**config.mk**
```make
export PLATFORM = sky130hd
export DESIGN_NAME = conv_encoder_framer
export DESIGN_NICKNAME = d
export VERILOG_FILES = /design/src/rtl/conv_encoder_framer.sv
export SDC_FILE = /design/constraint.sdc
export NUM_CORES = 1
export LEC_CHECK = 0
export ABC_AREA = 1
export CORE_UTILIZATION = 50
export CTS_BUF_LIST = sky130_fd_sc_hd__clkbuf_4 sky130_fd_sc_hd__clkbuf_8
export DETAILED_ROUTE_END_ITERATION = 8
export DONT_BUFFER_PORTS = 1
export GPL_TIMING_DRIVEN = 0
export PLACE_DENSITY = 0.72
export SYNTH_ARGS = -nofsm -noshare
export SYNTH_HDL_FRONTEND = slang
export SYNTH_SLANG_ARGS = --single-unit
```
**constraint.sdc**
```tcl
create_clock -name clk -period 3.8 [get_ports clk]
set_input_delay 0.57 -clock clk [delete_from_list [all_inputs] [get_ports clk]]
set_output_delay 0.57 -clock clk [all_outputs]
set_load 0.005 [all_outputs]
```
**src/rtl/conv_encoder_framer.sv**
```systemverilog
`default_nettype none
// ============================================================================
//  Module   : conv_encoder_framer
//  Purpose  : Rate-1/2, K=3 convolutional encoder with frame control and
//             zero-tail termination. Accepts FRAME_LEN serial bits per frame
//             over a valid/ready handshake. It then appends two zero-input
//             flush symbols, so the trellis ends in state 00.
//  Ports    : clk        - system clock, rising edge
//             rst_n      - asynchronous active-low reset
//             start      - one-cycle frame open pulse, honoured in IDLE only
//             s_valid    - input bit valid
//             s_data     - input data bit
//             s_ready    - encoder accepts s_data this cycle (DATA state)
//             enc_valid  - enc_out valid (feeds decoder en)
//             enc_out    - coded symbol {g0,g1} (feeds decoder d_in)
//             busy       - high in any state other than IDLE
//             frame_done - pulse coincident with the last tail symbol
//  Optional : CONV_ENC_ERR_INJ_EN adds err_en / err_pos / err_mask. These
//             corrupt one output symbol per frame with an XOR mask. The
//             encoder state is not affected.
//  Revision : 1.0 - initial release
// ============================================================================
module conv_encoder_framer #(
   parameter int         FRAME_LEN = 16,
   parameter logic [2:0] G0        = 3'b111,
   parameter logic [2:0] G1        = 3'b101,
   parameter int         CNT_W     = 10
) (
   input  logic             clk,
   input  logic             rst_n,
   input  logic             start,
   input  logic             s_valid,
   input  logic             s_data,
`ifdef CONV_ENC_ERR_INJ_EN
   input  logic             err_en,
   input  logic [CNT_W-1:0] err_pos,
   input  logic [1:0]       err_mask,
`endif
   output logic             s_ready,
   output logic             enc_valid,
   output logic [1:0]       enc_out,
   output logic             busy,
   output logic             frame_done
);

   typedef enum logic [1:0] {
      IDLE = 2'd0,
      DATA = 2'd1,
      TAIL = 2'd2
   } state_t;

   localparam logic [CNT_W-1:0] LAST_DATA = CNT_W'(FRAME_LEN - 1);
   localparam logic [CNT_W-1:0] LAST_TAIL = CNT_W'(1);

   state_t           state, state_nxt;
   logic [1:0]       sreg, sreg_nxt;     // sreg[1] = newest past bit
   logic [CNT_W-1:0] cnt, cnt_nxt;
   logic             valid_nxt;
   logic [1:0]       out_nxt;
   logic             done_nxt;
   logic             encode;
   logic             u;
   logic [2:0]       taps;
   logic [1:0]       inj;

`ifdef CONV_ENC_ERR_INJ_EN
   localparam logic [CNT_W-1:0] TAIL_BASE = CNT_W'(FRAME_LEN);

   logic             err_arm;
   logic [CNT_W-1:0] err_pos_q;
   logic [1:0]       err_mask_q;
   logic [CNT_W-1:0] sym_idx;

   // Frame-relative index of the symbol being registered this cycle. Tail
   // symbols continue the numbering after the data symbols.
   assign sym_idx = (state == TAIL) ? (cnt + TAIL_BASE) : cnt;

   always_ff @(posedge clk or negedge rst_n) begin
      if (!rst_n) begin
         err_arm    <= 1'b0;
         err_pos_q  <= '0;
         err_mask_q <= 2'b00;
      end else if (state == IDLE && start) begin
         err_arm    <= err_en;
         err_pos_q  <= err_pos;
         err_mask_q <= err_mask;
      end
   end

   // sym_idx only spans 0..FRAME_LEN+1, so out-of-range positions never hit.
   assign inj = (err_arm && encode && sym_idx == err_pos_q) ? err_mask_q : 2'b00;
`else
   assign inj = 2'b00;
`endif

   assign s_ready = (state == DATA);
   assign busy    = (state != IDLE);
   assign taps    = {u, sreg};

   always_comb begin
      state_nxt = state;
      sreg_nxt  = sreg;
      cnt_nxt   = cnt;
      valid_nxt = 1'b0;
      out_nxt   = enc_out;   // holds while enc_valid is low
      done_nxt  = 1'b0;
      encode    = 1'b0;
      u         = 1'b0;

      case (state)
         IDLE: begin
            if (start) begin
               sreg_nxt  = 2'b00;
               cnt_nxt   = '0;
               state_nxt = DATA;
            end
         end
         DATA: begin
            if (s_valid) begin
               encode = 1'b1;
               u      = s_data;
               if (cnt == LAST_DATA) begin
                  cnt_nxt   = '0;
                  state_nxt = TAIL;
               end else begin
                  cnt_nxt = cnt + 1'b1;
               end
            end
         end
         TAIL: begin
            // Zero input for two cycles flushes both memory cells.
            encode = 1'b1;
            u      = 1'b0;
            if (cnt == LAST_TAIL) begin
               cnt_nxt   = '0;
               done_nxt  = 1'b1;
               state_nxt = IDLE;
            end else begin
               cnt_nxt = cnt + 1'b1;
            end
         end
         default: state_nxt = IDLE;
      endcase

      if (encode) begin
         valid_nxt = 1'b1;
         out_nxt   = {^(taps & G0), ^(taps & G1)} ^ inj;
         sreg_nxt  = {u, sreg[1]};
      end
   end

   always_ff @(posedge clk or negedge rst_n) begin
      if (!rst_n) begin
         state      <= IDLE;
         sreg       <= 2'b00;
         cnt        <= '0;
         enc_valid  <= 1'b0;
         enc_out    <= 2'b00;
         frame_done <= 1'b0;
      end else begin
         state      <= state_nxt;
         sreg       <= sreg_nxt;
         cnt        <= cnt_nxt;
         enc_valid  <= valid_nxt;
         enc_out    <= out_nxt;
         frame_done <= done_nxt;
      end
   end

endmodule
`default_nettype wire

```
==> results of run 1 <==
==> stage by stage <==
stage / setup slack, ns / utilization [%] / power [mW] / area (um^2) / std cells
final: 2.14 / 57.5 / 0.644 / 1160 / 171
after detailed placement: 2.23 / 55.9 / 0.552 / 1130 / 167
after global placement: 2.25 / 55.9 / 0.543 / 1130 / 167
after CTS: 2.13 / 57.5 / 0.650 / 1160 / 171
after global routing: 2.04 / 57.5 / 0.703 / 1160 / 171
after floorplan: 2.38 / - / 0.489 / 1100 / 140
==> flip-flops by register name, indices dropped and copies added, names as in the netlist <==
| signal | cells |
|---|---|
| cnt | 10 |
| enc_out | 2 |
| sreg | 2 |
| state | 2 |
| enc_valid | 1 |
| frame_done | 1 |
==> final cells by class <==
class,instances,share of cell area (%)
multi-input combinational,96,47.0
sequential,18,38.7
inverter,24,7.74
tap,27,2.90
clock buffer,3,1.94
timing repair buffer,1,0.860
buffer,2,0.860
==> per-layer routing <==
metal,track usage [%],routed length [um],vias up
li1,-,-,446
met1,24.1,916,392
met2,27.8,901,19
met3,2.80,103,0
met4,5.88,0,0
met5,0,0,-
==> report_power, final <==
group,switching (mW),internal (mW)
clock network,0.0566,0.0368
logic,0.200,0.0983
registers,0.0282,0.224
==> worst register-to-register path, delay by kind of cell, from the launching register on <==
kind / cells / cell delay (ns)
flops: 1 / 0.41
simple gates: 3 / 0.33
buf+inv: 2 / 0.29
compound gates: 1 / 0.05
fa+ha+maj: 1 / 0.23
xor+xnor: 1 / 0.16
==> timing repair <==
action / CTS / global route
buffers inserted: 0 / 0
hold buffers: 1 / 0
endpoints found under the hold margin: 18 / 0
==> worst max path at each step <==
| stage | slack (ns) | cells past startpoint | from | endpoint |
|---|---|---|---|---|
| 4_1_cts | 2.13 | 3 | state[0]$_DFFE_PN0P_ | busy |
| 3_5_place_dp | 2.23 | 8 | state[1]$_DFFE_PN0P_ | enc_out[1]$_DFFE_PN0P_ |
| 5_1_grt | 2.04 | 8 | state[1]$_DFFE_PN0P_ | enc_out[1]$_DFFE_PN0P_ |
| 2_1_floorplan | 2.38 | 8 | state[1]$_DFFE_PN0P_ | cnt[2]$_DFFE_PN0P_ |
| 6_report | 2.14 | 3 | state[0]$_DFFE_PN0P_ | busy |
| 3_3_place_gp | 2.25 | 8 | state[1]$_DFFE_PN0P_ | cnt[2]$_DFFE_PN0P_ |
==> logic make-up (layout without fill, tap and decap cells) <==
| group | count (synthesis) | after routing | synth area share, % |
|---|---|---|---|
| fa+ha+maj | 7 | 7 | 7.98 |
| xor+xnor | 6 | 6 | 4.79 |
| compound gates | 23 | 23 | 12.2 |
| flops | 18 | 18 | 41.0 |
| buf+inv | 26 | 30 | 9.12 |
| simple gates | 60 | 60 | 24.9 |
==> placed cells by master (no fill, tap or decap), drive strengths merged <==
master	n
o22ai	2
nand3b	1
nor3b	1
o21bai	1
nand3	8
a21oi	9
o21ai	10
nor4	1
inv	24
xor2	5
nand2	32
xnor2	1
ha	7
dlygate4sd3	1
dfrtp	18
nor2	17
buf	2
clkbuf	3
o211ai	1
==> PnR_summary.wiki, run 1 <==
{| class="wikitable"
! Metric !! Value
|-
| Sum of routed wire length over all layers || around 1900 um
|-
| Worst min path class || in -> reg
|-
| Hold Violations, Final || 0
|-
| Count of filler cells inserted in the layout || about 200
|-
| P&R area growth vs syn || 6.04%
|-
| Cell family with the largest share of critical-path delay || flip-flops
|-
| Area used by multi-input combinational logic || 547 um^2
|-
| Overall die area || 2390 um^2
|-
| Post-synthesis sequential area ratio || about two fifths
|-
| Post-synth ARST share || 100%
|-
| Worst path slowest cell || sky130_fd_sc_hd__dfrtp_1
|-
| Area share of the largest cell type after synthesis || 41.0%
|-
| Longest individual stage delay on the worst path || 0.41 ns
|-
| Worst hold path stage count || 2
|-
| Total I/O pin count || 11
|-
| Cell type with the highest aggregate area in the netlist || sky130_fd_sc_hd__dfrtp_1
|-
| Cell area after technology mapping || 1100 um^2
|-
| Share of the clock period used by the worst path || 43.6%
|-
| Total global-route track usage || 17.5%
|-
| Number of remaining DRC errors || 0
|-
| RD Place Congestion || 0.862
|-
| Internal reg-to-reg setup slack || approximately 2.2 ns
|-
| Startpoint of the worst-slack reg-to-reg timing path || state[1]$_DFFE_PN0P_
|-
| Critical path type || reg -> out
|-
| TritonRoute pass-1 iters || 4
|-
| Total of max-cap violations || 0
|-
| Max-Slew Margin vs Limit || 45.9%
|-
| H-Tree Depth || 1
|-
| Areal power density over the cells || ~550 nW/um^2
|-
| Worst-path maximum fanout || 4
|-
| Number of sinks handled by clock tree synthesis || 18
|-
| Post-Route Hold Slack || 0.509 ns
|-
| Total negative slack for setup checks || 0 ns
|-
| Storage element area || 450 um^2
|-
| Post-detailed-route count of antenna-violating nets || 0
|-
| Per-instance average area after synthesis || between 7 and 8 um^2
|-
| Data required time at the worst endpoint || 3.23 ns
|-
| Die Ht || about 49 um
|-
| Die boundary width || 48.8 um
|-
| Leakage component of the power || ~0.54 nW
|-
| Worst-margin pin slew || 0.808 ns
|-
| Violation count after the first detailed-routing iteration || 26
|-
| Vias per cell || 5.01
|-
| CTS buffer count || 3
|-
| Unrepaired setup endpoints after global routing || false
|-
| Beginning of the worst hold path || s_data
|-
| Unique cell type count in the Yosys netlist || 24
|-
| Resize count post-CTS || 0
|-
| Layout cells sized above 1 || 9.03%
|-
| Final count of pins violating max slew || 0
|-
| Total congestion overflow after global routing || 0
|-
| Port Buffer Count || 0
|-
| Clk buf depth || 2
|-
| Largest net degree at the start of global routing || 19
|-
| Fin crit period || ~1.7 ns
|-
| Cell repeated most along the worst path || sky130_fd_sc_hd__inv_1
|-
| List of cells traversed by the critical path || inv_1, ha_1, inv_1
|-
| Post-DP HPWL || approximately 1400 um
|-
| End of the worst register-to-register path || cnt[2]$_DFFE_PN0P_
|-
| Worst vdd ir || about 0.00040 V
|-
| Timing-limited maximum frequency || ~0.60 GHz
|-
| Wirelength per Cell || 11.2 um
|-
| Source-to-sink clock delay at the later pin of the worst-skew pair || 0.28 ns
|-
| Wire length of the first global-routing pass || 3260 um
|-
| Arrival time worst endpoint || 1.09 ns
|-
| Buf/Inv on CP || 2
|-
| Nets@finish || 158
|-
| Synthesized instance count || 140
|-
| List of most frequent post-synthesis cells || sky130_fd_sc_hd__nand2_1 (29), sky130_fd_sc_hd__inv_1 (23), sky130_fd_sc_hd__dfrtp_1 (18)
|-
| Most frequent cell after synthesis || sky130_fd_sc_hd__nand2_1
|-
| Primary FF master, synth || sky130_fd_sc_hd__dfrtp_1
|-
| EDFF count, synth || 0
|-
| Clock slew seen by the registers of the worst setup and hold paths || 0.10 ns
|-
| Total core area || slightly above 2000 um^2
|-
| Top post-synthesis cells by area || sky130_fd_sc_hd__dfrtp_1 (41%), sky130_fd_sc_hd__nand2_1 (9.9%), sky130_fd_sc_hd__ha_1 (8.0%), sky130_fd_sc_hd__inv_1 (7.9%), sky130_fd_sc_hd__nor2_1 (5.1%)
|-
| TritonCTS clock tree || done
|-
| Startpoint class of the critical path || flip-flop
|-
| Number of global-route vias before repair || 795
|-
| Cell at the root of the clock tree || sky130_fd_sc_hd__clkbuf_4
|-
| Antenna violations before repair || 0
|-
| Via count || 857
|-
| Number of nets in the synthesized netlist || 152
|-
| Yosys Warn Count || 0
|-
| Synthesis-stage register bit count || 18
|-
| N_diodes || 0
|-
| Status || completed
|-
| Final setup vio count || 0
|-
| Critical Path Sink Type || output port
|-
| Clock Skew || around 0.0033 ns
|-
| End point of the most critical hold path || sreg[1]$_DFFE_PN0P_
|-
| Number of cells on the worst reg-to-reg path || 8
|-
| Standard-cell rows || 16
|-
| Starting utilization of the core area || 54.3%
|}
Note: power is estimated with default switching activity, not from simulation.
==> run 2, diff against run 1 <==
Settings changed: PLACE_DENSITY 0.72 to 0.75.
Clock period 3.8 ns to 1.4 ns, I/O delays scaled along.
==> PnR_summary.wiki, run 2 (synthesis gave the netlist of run 1 again) <==
{| class="wikitable"
! Metric !! Value
|-
| Total negative slack for setup checks || -1.28 ns
|-
| Leakage component of the power || 0.608 nW
|-
| Via count || 960
|-
| Most common library cell in the layout ignoring fill and taps || sky130_fd_sc_hd__nand2_1
|-
| Critical Path Sink Type || flip-flop
|-
| Die Ht || just under 50 um
|-
| Timing-limited maximum frequency || roughly 0.64 GHz
|-
| Number of remaining DRC errors || 0
|-
| Largest net degree at the start of global routing || 19
|-
| Die boundary width || 48.8 um
|-
| Port Buffer Count || 0
|-
| Number of sinks handled by clock tree synthesis || 18
|-
| Overall die area || about 2400 um^2
|-
| Cell family with the largest share of critical-path delay || flip-flops
|-
| Worst min path class || in -> reg
|-
| Clk buf depth || 2
|-
| Status || finished with violations
|-
| Unrepaired setup endpoints after global routing || true
|-
| Longest individual stage delay on the worst path || 0.43 ns
|-
| Most flops, register || cnt
|-
| Final setup vio count || 13
|-
| RD Place Congestion || about 0.85
|-
| Most frequent cells in the layout || sky130_fd_sc_hd__nand2_1 (25), sky130_fd_sc_hd__inv_1 (18), sky130_fd_sc_hd__dfrtp_1 (18), sky130_fd_sc_hd__nor2_1 (10), sky130_fd_sc_hd__a21oi_1 (9)
|-
| N_diodes || 0
|-
| H-Tree Depth || 1
|-
| Violation count after the first detailed-routing iteration || 14
|-
| Critical path type || reg -> reg
|-
| Total global-route track usage || between 20% and 30%
|-
| Final count of pins violating max slew || 0
|-
| Worst path slowest cell || sky130_fd_sc_hd__dfrtp_1
|-
| Vias per cell || 5.27
|-
| Hold Violations, Final || 0
|-
| Cell at the root of the clock tree || sky130_fd_sc_hd__clkbuf_4
|-
| Fin crit period || ~1.6 ns
|-
| TritonRoute pass-1 iters || 4
|-
| Post-DP HPWL || 1590 um
|-
| Clock slew seen by the registers of the worst setup and hold paths || around 0.1 ns
|-
| Clock Skew || 0.00454 ns
|-
| TritonCTS clock tree || done
|-
| Starting utilization of the core area || 54.3%
|-
| Worst-path maximum fanout || 5
|-
| Areal power density over the cells || 1730 nW/um^2
|-
| Worst-margin pin slew || 0.839 ns
|-
| Post-detailed-route count of antenna-violating nets || 0
|-
| Number of global-route vias before repair || 911
|-
| Total congestion overflow after global routing || 0
|-
| Wire length of the first global-routing pass || 4060 um
|-
| Nets@finish || ~170
|-
| Sum of routed wire length over all layers || roughly 2500 um
|-
| Total I/O pin count || 11
|-
| Share of the clock period used by the worst path || 112%
|-
| List of cells traversed by the critical path || buf_6, ha_4, nand2_2, nand3b_1, buf_6, nor2_4, xor2_1, a21oi_1
|-
| Layout cells sized above 1 || 29.7%
|-
| Total of max-cap violations || 0
|-
| Setup slack after placement || -0.183 ns
|-
| Arrival time worst endpoint || 1.74 ns
|-
| Wirelength per Cell || 13.5 um
|-
| Antenna violations before repair || 0
|-
| Final worst slack || -0.162 ns
|-
| Count of filler cells inserted in the layout || 175
|-
| Violated checks || negative setup slack
|-
| Source-to-sink clock delay at the later pin of the worst-skew pair || 0.29 ns
|-
| P&R area growth vs syn || 24.2%
|-
| Standard-cell rows || 16
|-
| Data required time at the worst endpoint || 1.58 ns
|-
| Buf/Inv on CP || 2
|-
| Max-Slew Margin vs Limit || 43.9%
|-
| Flip-flop count of the largest register after layout || 10
|-
| Worst vdd ir || 0.00137 V
|-
| Startpoint class of the critical path || flip-flop
|-
| CTS buffer count || 3
|-
| Cell repeated most along the worst path || sky130_fd_sc_hd__buf_6
|-
| Total core area || approximately 2000 um^2
|}
run 2: changes by cell type in the layout (fill, tap and decap cells not counted), sizes merged:
cell | before | now
buf | 2 | 11
clkbuf | 3 | 4
nand2 | 32 | 33
run 2: worst paths after layout:
check,from,cells past startpoint,endpoint,slack (ns)
worst max-delay path,state[0]$_DFFE_PN0P_,8,cnt[7]$_DFFE_PN0P_,-0.16
worst min-delay path,s_data,2,sreg[1]$_DFFE_PN0P_,0.17
worst max register to register,state[0]$_DFFE_PN0P_,8,cnt[7]$_DFFE_PN0P_,-0.16
worst min register to register,sreg[1]$_DFFE_PN0P_,2,enc_out[1]$_DFFE_PN0P_,0.55
max in group asynchronous,rst_n,1,cnt[7]$_DFFE_PN0P_,0.42
min in group asynchronous,rst_n,1,cnt[6]$_DFFE_PN0P_,0.46
run 2: report_power, final:
part           leakage, nW  switching, mW  total, mW  internal [mW]
Combinational        0.341          0.800       1.35          0.555
Clock               0.0210          0.157      0.315          0.158
Sequential           0.246         0.0816      0.691          0.609
Total                0.608           1.04       2.36           1.32
run 2: through the flow:
step / std cells / area (um^2) / util, % / hold WS, ns / power (mW)
6_report: 182 / 1360 / 67.4 / 0.173 / 2.36
5_1_grt: 182 / 1360 / 67.4 / 0.188 / 2.52
4_1_cts: 179 / 1300 / 64.5 / 0.123 / 2.20
3_5_place_dp: 167 / 1130 / 56.1 / -0.0853 / 1.51
3_3_place_gp: 167 / 1130 / 56.1 / -0.0853 / 1.47
2_1_floorplan: 140 / 1100 / - / -0.0856 / 1.33
run 2: layout make-up:
type                            instances  area [um^2]  area share [%]
Timing Repair Buffer                   10         78.8            5.79
Clock buffer                            4         36.3            2.66
Inverter                               24         90.1            6.61
Multi-Input combinational cell         97          654            48.0
Buffer                                  2         18.8            1.38
Sequential cell                        18          450            33.1
Tap cell                               27         33.8            2.48
run 2: routing by layer:
layer	track usage [%]	up-vias	routed length [um]
met3	4.67	6	104
li1	-	469	-
met4	13.2	0	44
met5	0	-	0
met1	28.0	456	1090
met2	36.6	29	1220
run 2: timing repair:
item | 4_1_cts | 5_1_grt
hold endpoints to repair | 18 | 0
hold buffers | 1 | 0
setup endpoints to repair | 16 | 16
setup buffers | 5 | 3
gates resized for setup | 28 | 10
pin swaps | 10 | 4
cloned | 2 | 0
==> run 3, diff against run 2 <==
Settings changed: CAP_MARGIN from default to 10, RECOVER_POWER from default to 100.
==> PnR_summary.wiki, run 3 (synthesis gave the netlist of run 1 again) <==
{| class="wikitable"
! Metric !! Value
|-
| Status || finished with violations
|-
| Violated checks || negative setup slack
|-
| Final count of pins violating max slew || 0
|-
| Total congestion overflow after global routing || 0
|-
| Vias per cell || around 5.3
|-
| Wire length of the first global-routing pass || 4060 um
|-
| Area used by multi-input combinational logic || 654 um^2
|-
| Worst min path class || in -> reg
|-
| Startpoint of the worst-slack reg-to-reg timing path || state[0]$_DFFE_PN0P_
|-
| Arrival time worst endpoint || 1.74 ns
|-
| Worst vdd ir || ~0.0014 V
|-
| Worst-path maximum fanout || 5
|-
| P&R area growth vs syn || 24.2%
|-
| Flip-flop count of the largest register after layout || 10
|-
| Final setup vio count || 13
|-
| Post-detailed-route count of antenna-violating nets || 0
|-
| Areal power density over the cells || 1730 nW/um^2
|-
| CTS buffer count || 3
|-
| Leakage component of the power || 0.608 nW
|-
| Beginning of the worst hold path || s_data
|-
| Clock Skew || 0.00522 ns
|-
| Final standard cell count with taps included and fillers excluded || 182
|-
| Number of remaining DRC errors || 0
|-
| Final worst slack || -0.164 ns
|-
| Hold Violations, Final || 0
|-
| Overall die area || 2390 um^2
|-
| RD Place Congestion || 0.849
|-
| Clk buf depth || 2
|-
| Cell repeated most along the worst path || sky130_fd_sc_hd__buf_6
|-
| Number of global-route vias before repair || 911
|-
| Number of sinks handled by clock tree synthesis || 18
|-
| Worst hold path stage count || 2
|-
| TritonRoute pass-1 iters || 4
|-
| Overall Power || around 2.4 mW
|-
| Standard-cell rows || 16
|-
| Source-to-sink clock delay at the later pin of the worst-skew pair || 0.29 ns
|-
| Total global-route track usage || 22.7%
|-
| Antenna violations before repair || 0
|-
| List of cells traversed by the critical path || buf_6, ha_4, nand2_2, nand3b_1, buf_6, nor2_4, xor2_1, a21oi_1
|-
| Die boundary width || 48.8 um
|-
| Critical path type || reg -> reg
|-
| Layout cells sized above 1 || between 20% and 30%
|-
| Storage element area || between 400 and 500 um^2
|-
| Area after detailed placement || 1130 um^2
|-
| End of the worst register-to-register path || cnt[7]$_DFFE_PN0P_
|-
| Count of filler cells inserted in the layout || 175
|-
| Final standard cell area without fillers || between 1000 and 1500 um^2
|-
| Port Buffer Count || 0
|-
| Nets@finish || 168
|-
| Worst path slowest cell || sky130_fd_sc_hd__dfrtp_1
|-
| Most common library cell in the layout ignoring fill and taps || sky130_fd_sc_hd__nand2_1
|-
| Startpoint class of the critical path || flip-flop
|-
| TritonCTS clock tree || done
|-
| Timing-limited maximum frequency || 0.640 GHz
|-
| Worst-margin pin slew || 0.828 ns
|-
| Total of max-cap violations || 0
|-
| Clock slew seen by the registers of the worst setup and hold paths || 0.10 ns
|-
| Final core utilization || around two thirds
|-
| Post-DP HPWL || 1590 um
|-
| Share of the clock period used by the worst path || 112%
|-
| Internal reg-to-reg setup slack || -0.16 ns
|-
| Largest net degree at the start of global routing || 19
|-
| Total I/O pin count || 11
|-
| Via count || approximately 960
|-
| N_diodes || 0
|-
| H-Tree Depth || 1
|-
| Unrepaired setup endpoints after global routing || true
|-
| Starting utilization of the core area || 54.3%
|-
| Longest individual stage delay on the worst path || 0.43 ns
|-
| Sum of routed wire length over all layers || 2460 um
|-
| Die Ht || 48.8 um
|-
| Cell at the root of the clock tree || sky130_fd_sc_hd__clkbuf_4
|-
| Wirelength per Cell || between 10 and 15 um
|-
| Total core area || 2020 um^2
|-
| Fin crit period || 1.56 ns
|-
| End point of the most critical hold path || sreg[1]$_DFFE_PN0P_
|-
| Data required time at the worst endpoint || 1.58 ns
|-
| Max-Slew Margin vs Limit || 44.6%
|-
| Number of cells on the worst reg-to-reg path || 8
|-
| Total instance count after detailed placement || 167
|-
| Critical Path Sink Type || flip-flop
|-
| Violation count after the first detailed-routing iteration || 12
|-
| Most frequent cells in the layout || sky130_fd_sc_hd__nand2_1 (25), sky130_fd_sc_hd__inv_1 (19), sky130_fd_sc_hd__dfrtp_1 (18), sky130_fd_sc_hd__nor2_1 (10), sky130_fd_sc_hd__a21oi_1 (9)
|-
| Most flops, register || cnt
|}
-- run 3: cell count changes in the layout (fill, tap and decap cells not counted) --
cell / delta
sky130_fd_sc_hd__inv_1: +1
sky130_fd_sc_hd__inv_2: -1
-- run 3: worst max path at each step --
stage                          from                endpoint  slack (ns)  depth (start not counted)
2_1_floorplan  state[0]$_DFFE_PN0P_      cnt[4]$_DFFE_PN0P_        0.01                          8
3_5_place_dp   state[1]$_DFFE_PN0P_  enc_out[1]$_DFFE_PN0P_       -0.18                          8
6_report       state[0]$_DFFE_PN0P_      cnt[7]$_DFFE_PN0P_       -0.16                          8
4_1_cts        state[0]$_DFFE_PN0P_      cnt[8]$_DFFE_PN0P_       -0.12                          8
3_3_place_gp   state[0]$_DFFE_PN0P_      cnt[7]$_DFFE_PN0P_       -0.11                          8
5_1_grt        state[0]$_DFFE_PN0P_      cnt[2]$_DFFE_PN0P_       -0.27                          8
-- run 3: area by class of cell --
class                   count  area share, %
multi-input cells          97           48.0
flip-flops and latches     18           33.1
inverters                  24           6.61
repair buffers             10           5.79
clock buffers               4           2.66
well taps                  27           2.48
plain buffers               2           1.38
-- run 3: layer usage --
layer,global-route usage (%),vias to the layer above,routed length (um)
li1,-,470,-
met1,28.0,451,1080
met2,36.6,31,1230
met3,4.67,6,109
met4,13.2,0,44
met5,0,-,0
-- run 3: report_power, final --
group          switching [mW]  total, mW  internal, mW  leakage, nW
Combinational           0.799       1.35         0.554        0.341
Sequential             0.0818      0.691         0.609        0.246
Clock                   0.159      0.317         0.158       0.0210
-- run 3: per-stage QoR --
stage	TNS, ns	setup WS, ns	hold slack (ns)
2_1_floorplan	0	0.0112	-0.0856
3_3_place_gp	-1.04	-0.115	-0.0853
3_5_place_dp	-1.66	-0.183	-0.0853
4_1_cts	-0.939	-0.117	0.123
5_1_grt	-2.73	-0.275	0.188
6_report	-1.28	-0.164	0.171
-- run 3: timing repair --
item,4_1_cts,5_1_grt
cloned,2,0
hold buffers,1,0
resized for setup,28,10
setup buffers,5,3
hold endpoints to repair,18,0
setup endpoints to repair,16,16
pin swaps,10,4
-- run 3: critical path, delay by kind of cell (launching register included) --
family                   cells  cell delay, ns
flip-flops                   1            0.43
AO/OA/AOI/OAI                1            0.06
AND/OR/NAND/NOR              3            0.30
adder cells (fa/ha/maj)      1            0.17
XOR/XNOR                     1            0.17
buffers and inverters        2            0.32
